[config.mk]
export PLATFORM = sky130hd
export DESIGN_NAME = ula_unit_flat
export DESIGN_NICKNAME = d
export VERILOG_FILES = /design/src/rtl/ula_unit_pkg.sv /design/src/rtl/ula_unit_if.sv /design/src/rtl/ula_unit_datapath.sv /design/src/rtl/ula_unit.sv /design/src/flat_wrapper.sv
export SDC_FILE = /design/constraint.sdc
export NUM_CORES = 1
export LEC_CHECK = 0
export ABC_AREA = 1
export CAP_MARGIN = 20
export CELL_PAD_IN_SITES_DETAIL_PLACEMENT = 0
export CELL_PAD_IN_SITES_GLOBAL_PLACEMENT = 2
export CORE_MARGIN = 10
export CORE_UTILIZATION = 30
export CTS_BUF_LIST = sky130_fd_sc_hd__clkbuf_4
export DETAILED_ROUTE_END_ITERATION = 16
export PLACE_DENSITY_LB_ADDON = 0.1
export SYNTH_ARGS = -nofsm -noshare
export SYNTH_HDL_FRONTEND = slang
export SYNTH_SLANG_ARGS = --single-unit
[constraint.sdc]
create_clock -name clk -period 6.1 [get_ports clk]
set_input_delay 1.22 -clock clk [delete_from_list [all_inputs] [get_ports clk]]
set_output_delay 1.22 -clock clk [all_outputs]
set_load 0.01 [all_outputs]
[src/rtl/ula_unit_pkg.sv]
// rtl/ula_unit_pkg.sv - shared REDUX-V datapath widths and opcode constants
package ula_unit_pkg;

  localparam int BITS = 8;
  localparam int OP   = 8;

  // Decoder and assembler tooling use these encodings as well.
  localparam logic [OP-1:0] OP_NOT = 8'd0;
  localparam logic [OP-1:0] OP_AND = 8'd1;
  localparam logic [OP-1:0] OP_OR  = 8'd2;
  localparam logic [OP-1:0] OP_XOR = 8'd3;
  localparam logic [OP-1:0] OP_ADD = 8'd4;
  localparam logic [OP-1:0] OP_SUB = 8'd5;
  localparam logic [OP-1:0] OP_SHL = 8'd6;
  localparam logic [OP-1:0] OP_SHR = 8'd7;

endpackage

[src/rtl/ula_unit_if.sv]
// rtl/ula_unit_if.sv - operand/opcode/result bundle between register file and ALU
interface ula_unit_if #(
  parameter int BITS = ula_unit_pkg::BITS,
  parameter int OP   = ula_unit_pkg::OP
);

  logic [BITS-1:0] a_in;
  logic [BITS-1:0] b_in;
  logic [OP-1:0]   op_in;
  logic [BITS-1:0] result_out;

  modport master (
    output a_in,
    output b_in,
    output op_in,
    input  result_out
  );

  modport slave (
    input  a_in,
    input  b_in,
    input  op_in,
    output result_out
  );

endinterface

[src/rtl/ula_unit_datapath.sv]
// rtl/ula_unit_datapath.sv - combinational opcode mux producing the next ALU result
module ula_datapath
  import ula_unit_pkg::*;
#(
  parameter int BITS = ula_unit_pkg::BITS,
  parameter int OP   = ula_unit_pkg::OP
) (
  input  logic [BITS-1:0] a_in,
  input  logic [BITS-1:0] b_in,
  input  logic [OP-1:0]   op_in,
  output logic [BITS-1:0] result
);

  logic shift_sat;

  // The whole of b_in is the shift amount; anything that pushes every bit out saturates to 0.
  assign shift_sat = (32'(b_in) >= BITS);

  always_comb begin
    result = '0;
    case (op_in)
      OP_NOT: result = ~b_in;
      OP_AND: result = a_in & b_in;
      OP_OR:  result = a_in | b_in;
      OP_XOR: result = a_in ^ b_in;
      OP_ADD: result = a_in + b_in;
      OP_SUB: result = a_in - b_in;
      OP_SHL: result = shift_sat ? '0 : (a_in << b_in);
      OP_SHR: result = shift_sat ? '0 : (a_in >> b_in);
      default: result = '0;
    endcase
  end

endmodule

[src/rtl/ula_unit.sv]
// rtl/ula_unit.sv - registered 8-function ALU, one-cycle latency, sync active-high reset
module ula_unit
  import ula_unit_pkg::*;
#(
  parameter int BITS = ula_unit_pkg::BITS,
  parameter int OP   = ula_unit_pkg::OP
) (
  input  logic        clk,
  input  logic        rst,
  ula_unit_if.slave   bus
);

  logic [BITS-1:0] dp_result;
  logic [BITS-1:0] result_d;
  logic [BITS-1:0] result_q;

  ula_datapath #(
    .BITS (BITS),
    .OP   (OP)
  ) u_datapath (
    .a_in   (bus.a_in),
    .b_in   (bus.b_in),
    .op_in  (bus.op_in),
    .result (dp_result)
  );

  always_comb begin
    result_d = dp_result;
  end

  always_ff @(posedge clk) begin
    if (rst) begin
      result_q <= '0;
    end else begin
      result_q <= result_d;
    end
  end

  assign bus.result_out = result_q;

endmodule

[src/flat_wrapper.sv]
// flat-port wrapper written by rule: the top's interface ports become plain ports
module ula_unit_flat import ula_unit_pkg::*;
#(
  parameter int BITS = ula_unit_pkg::BITS,
  parameter int OP   = ula_unit_pkg::OP
)
  (clk, rst, bus_a_in, bus_b_in, bus_op_in, bus_result_out);
  ula_unit_if #(.BITS(BITS), .OP(OP)) bus_i ();
  input  logic clk;
  input  logic rst;
  input wire logic [$bits(bus_i.a_in)-1:0] bus_a_in;
  input wire logic [$bits(bus_i.b_in)-1:0] bus_b_in;
  input wire logic [$bits(bus_i.op_in)-1:0] bus_op_in;
  output wire logic [$bits(bus_i.result_out)-1:0] bus_result_out;
  assign bus_i.a_in = bus_a_in;
  assign bus_i.b_in = bus_b_in;
  assign bus_i.op_in = bus_op_in;
  assign bus_result_out = bus_i.result_out;
  ula_unit #(.BITS(BITS), .OP(OP)) u_core (.clk(clk), .rst(rst), .bus(bus_i));
endmodule
# Yosys cells after proc, flatten, opt, wreduce, memory -nomap -nowiden
# Cells that the tools add are included.
[op_classes]
add_sub_neg = 2
order_cmp = 1
eq_ne = 7
shifts = 2
n_mux = 3
bitwise = 4
n_reduce_logical = 1
[ops]
columns = ["cell", "n"]
rows = [
  ["8-bit one-hot mux with 8 select lines", 1],
  ["8-bit by 3-bit equality test with 1-bit output (second input constant)", 4],
  ["8-bit by 2-bit equality test with 1-bit output (second input constant)", 2],
  ["8-bit two-way mux", 2],
  ["8-bit adder", 1],
  ["8-bit bitwise AND", 1],
  ["8-bit by 1-bit equality test with 1-bit output (second input constant)", 1],
  ["8-bit by 4-bit greater-or-equal comparator with 1-bit output (second input constant)", 1],
  ["8-bit zero test", 1],
  ["8-bit inverter", 1],
  ["8-bit OR", 1],
  ["8-bit by 8-bit << shifter with 8-bit output", 1],
  ["8-bit by 8-bit right shift with 8-bit output", 1],
  ["8-bit subtractor", 1],
  ["8-bit bitwise XOR", 1],
]
[totals]
reg_bits = 8
inputBits = 26
out_inout_bits = 8
elab_cells = 21

# Logic depth before layout (Yosys ltp)
[depth]
ltp_word = 3
depth_mapped = 19

# Hierarchy
# From an unflattened synthesis, not the netlist that was laid out.
[unflattened]
hier_cells = 356
area_unflattened_um2 = 2052.0
[modules_own_cells]
columns = ["module", "instances", "cells_each", "area_each_um2"]
rows = [
  ["ula_datapath", 1, 331, 1820.5],
  ["ula_unit", 1, 25, 231.5],
]

# Least setup slack after synthesis
# No wires, ideal clock.
[synth_path]
path_kind = "input-to-reg"
startpoint = "input bus_op_in[7]"
endpoint = "register u_core.result_q[5] (netlist: u_core.bus.result_out[5])"
setup_ns = 0.124
t_arrival_ns = 2.959
t_required_ns = 5.976
slack_ns = 3.016
stages = 16
n_path_buf = 0
cell_sequence = "nor2_1 -> nand2_2 -> inv_2 -> nand2_1 -> inv_1 -> nor2_1 -> xor2_1 -> ha_1 -> a21oi_1 -> or2_2 -> nand3_1 -> nand2_1 -> nand3_1 -> nand2_1 -> nor2_1 -> nor2_1"
[synth_via]
elab_chain_len = 2
[synth_rtl]
columns = ["element", "line", "rtl"]
rows = [
  ["start: declaration", "flat_wrapper.sv:13", "input wire logic [$bits(bus_i.op_in)-1:0] bus_op_in;"],
  ["8-bit by 3-bit equality test with 1-bit output, or another cell as far along", "ula_unit_datapath.sv:21", "case (op_in)"],
  ["8-bit one-hot mux with 8 select lines *", "ula_unit_datapath.sv:21", ""],
  ["end signal: assignment", "ula_unit.sv:35", "result_q <= result_d;"],
  ["end: declaration", "ula_unit.sv:15", "logic [BITS-1:0] result_q;"],
]
# Every way passes the cells marked *; elsewhere a longest branch is shown, timed or not.
# A chain may end at the register's enable or synchronous reset.

# Worst setup path after layout
[layout_path]
startpoint = "input bus_b_in[0]"
endpoint = "register u_core.result_q[6] (netlist: u_core.bus.result_out[6])"
[layout_via]
elab_chain_len = 3
[layout_rtl]
columns = ["element", "line", "rtl"]
rows = [
  ["start: declaration", "flat_wrapper.sv:12", "input wire logic [$bits(bus_i.b_in)-1:0] bus_b_in;"],
  ["8-bit by 4-bit greater-or-equal comparator with 1-bit output, or another cell as far along", "ula_unit_datapath.sv:17", "assign shift_sat = (32'(b_in) >= BITS);"],
  ["8-bit two-way mux (on tied branches)", "ula_unit_datapath.sv:29, ula_unit_datapath.sv:28", ""],
  ["8-bit one-hot mux with 8 select lines *", "ula_unit_datapath.sv:21", ""],
]
# Marks and branches as above.

==> impl_results.rst <==
.. list-table::
   :header-rows: 1

   * - Metric
     - Value
   * - Fraction of synthesized cell area taken by the top area cell type
     - 0.185
   * - Via/cell ratio
     - about 5.0
   * - Post_cts resized
     - 0
   * - Most used standard cells in the synthesized netlist
     - 94 x nand2_1, 70 x nand3_1, 48 x inv_1
   * - Hold/Removal Path Class
     - in -> reg
   * - Die height
     - 99.8 µm
   * - Slowest cell on the critical path
     - clkdlybuf4s50_1
   * - Count of TritonRoute iterations in the first routing pass
     - 4
   * - Dominant synthesized flop cell
     - dfxtp_1
   * - RSZ-0062 raised after global routing
     - false
   * - Pin count of the biggest net entering global routing
     - 18
   * - Syn_nets
     - 399
   * - Number of hold violations in the final report
     - 0
   * - Leakage power figure
     - 1.21 nW
   * - Avg Cell Area, Syn
     - approximately 5.5 µm²
   * - Status
     - finished clean
   * - Clock slew seen by the registers of the worst setup and hold paths
     - 0.05 ns
   * - Setup violation total in the final timing report
     - 0
   * - Wire length per cell
     - 15.7 µm
   * - # Max-Cap Violations
     - 0
   * - Maximum number of buffers from clock root to sink
     - 2
   * - Wire length of the first global-routing pass
     - 11800 µm
   * - Max-slew violation count
     - 0
   * - Final setup margin
     - 2.00 ns
   * - Minimum hold slack
     - 1.69 ns
   * - Total core area
     - around 6300 µm²
   * - Number of levels in the clock H-tree
     - 1
   * - Number of synthesized flops with an enable pin
     - 0
   * - Transition time at the pin with the least slew margin
     - 0.506 ns
   * - Root Driver
     - clkbuf_4
   * - Detailed Route WL
     - 7180 µm
   * - Flip-flop count of the largest register after layout
     - 8
   * - Number of setup buffers added after CTS
     - 0
   * - FFs w/ async S/R, synth
     - 0
   * - IO Count
     - 34
   * - Number of violations reported at the end of detailed-routing iteration 0
     - 117
   * - Fmax
     - 244 MHz
   * - Port Buf Inserts
     - 33
   * - Synth Instances
     - 348
   * - Part of the Yosys area used for sequential elements
     - 0.0838
   * - Worst ir drop on vdd
     - 0.0000886 V
   * - Detailed-route via count
     - 2301
   * - Overall fraction of global-route tracks in use
     - 0.144
   * - Power per standard cell area
     - 88.0 nW/µm²
   * - Inserted Clock Buffers
     - 3
   * - Element type at the critical path end
     - flip-flop
   * - Most common cell in the netlist
     - nand2_1
   * - Worst slew margin relative to its limit
     - 0.662
   * - Site Rows
     - 29
   * - Mapped Area
     - 1910 µm²
   * - Antenna diode instance count
     - 0
   * - Startpoint class of the critical path
     - input pin
   * - Synthesis Warnings
     - 0
   * - Util after Layout
     - 0.373
   * - Fraction of final layout cells sized beyond drive strength 1
     - 0.0554
   * - Number of buffers and inverters on the critical path
     - 3
   * - List of cells traversed by the critical path
     - clkdlybuf4s50_1 > inv_1 > nand2_2 > nor2_1 > inv_1 > o21ai_0 > xor2_1 > ha_1 > nand2_1 > or2_2 > nand3_1 > nand2_1 > nand3_1 > nand2_1 > nor2_1 > nor2_1
   * - Remaining antenna violation count after routing
     - 0
   * - Area contributors post-synth
     - nand2_1 18%, nand3_1 18%, ha_1 16%, inv_1 9.4%, dfxtp_1 8.4%
   * - Layout net count
     - around 430
   * - Startpoint-to-endpoint class of the critical path
     - in -> reg
   * - Number of synthesized register bits
     - 8
   * - Number of distinct standard cells referenced by the synthesized netlist
     - 25
   * - Crit path max-delay family
     - buffers and inverters
   * - Largest area contributor in the synthesized netlist
     - nand2_1
   * - HPWL Detailed
     - 6020 µm
   * - Die footprint
     - 9970 µm²
   * - Layout-stage area growth over the synthesis result
     - 22.4%
   * - Number of antenna violations at the first check in global routing
     - 0
   * - Share of the cycle needed by the critical path after routing
     - 0.672
   * - CTS Hold Buffers Added
     - 0
   * - Global placement routability congestion
     - 0.885
   * - Delay contributed by the slowest stage of the critical path
     - 0.67 ns
   * - Clock tree sinks
     - 8
   * - Maximum fanout count along the critical path
     - 15
   * - Initial Util
     - 0.305
   * - Die boundary width
     - between 90 and 100 µm
   * - Overall overflow remaining after global route
     - 0
   * - TritonCTS clock tree
     - built
   * - Worst setup slack after placement
     - roughly 1.7 ns
   * - DRC violation count after routing
     - 0
   * - Vias in the first global route
     - 2255
   * - Data arrival time of the critical path
     - 4.23 ns
   * - Final total negative setup slack
     - 0 ns
   * - Min Tclk post-route
     - a little over 4 ns
   * - Critical path required time
     - 6.23 ns
[per-stage QoR]
step	area (µm²)	total power [W]	cells
CTS	2340	0.000210	456
global route	2340	0.000228	456
global placement	2320	0.000168	453
finish	2340	0.000206	456
detailed placement	2320	0.000168	453
floorplan	1910	0.000124	348
[cell type report]
class | count | area [µm²]
timing repair buffer | 34 | 338
clock buffer | 3 | 22.5
sequential | 8 | 160
tap | 77 | 96.3
fill | 726 | 3940
inverter | 52 | 195
multi-input combinational | 282 | 1530
[power by group]
part           internal [W]  total (W)  switching [W]
sequential        0.0000527  0.0000528   0.0000000978
clock             0.0000224  0.0000391      0.0000167
combinational     0.0000446   0.000114      0.0000694
total              0.000120   0.000206      0.0000862
[cell families after synthesis]
kind of cell | count (synthesis) | synth area share
XOR/XNOR | 6 | 0.0275
AO/OA/AOI/OAI | 23 | 0.0628
AND/OR/NAND/NOR | 228 | 0.541
adder cells (fa/ha/maj) | 25 | 0.168
buffers and inverters | 58 | 0.117
flip-flops | 8 | 0.0838
[per-layer routing]
metal | wire (µm) | part of all wire | vias up | track usage
met1 | 3230 | 0.45 | 1063 | 0.185
met2 | 3650 | 0.51 | 47 | 0.260
met3 | 247 | 0.034 | 6 | 0.0144
met5 | 0 | 0 | - | 0
met4 | 42 | 0.0059 | 0 | 0.0110
li1 | - | - | 1185 | -
[placed cells by master, fill, tap and decap left out, drive strengths merged]
master,instances
dfxtp,8
nand4,9
o211ai,1
nand3b,2
fa,1
inv,51
clkbuf,3
nand2,97
nor3b,1
o21ai,11
buf,1
a21oi,10
nor2,41
a22oi,1
nor3,3
nand3,71
clkdlybuf4s50,33
or2,4
clkinv,1
ha,24
xor2,6
[worst paths after layout]
kind / slack [ns] / startpoint / endpoint / depth (start not counted)
min: 1.69 / rst / u_core.bus.result_out[5]$_SDFF_PP0_ / 2
max: 2.00 / bus_b_in[0] / u_core.bus.result_out[6]$_SDFF_PP0_ / 16
Note: power is estimated with default switching activity, not from simulation.
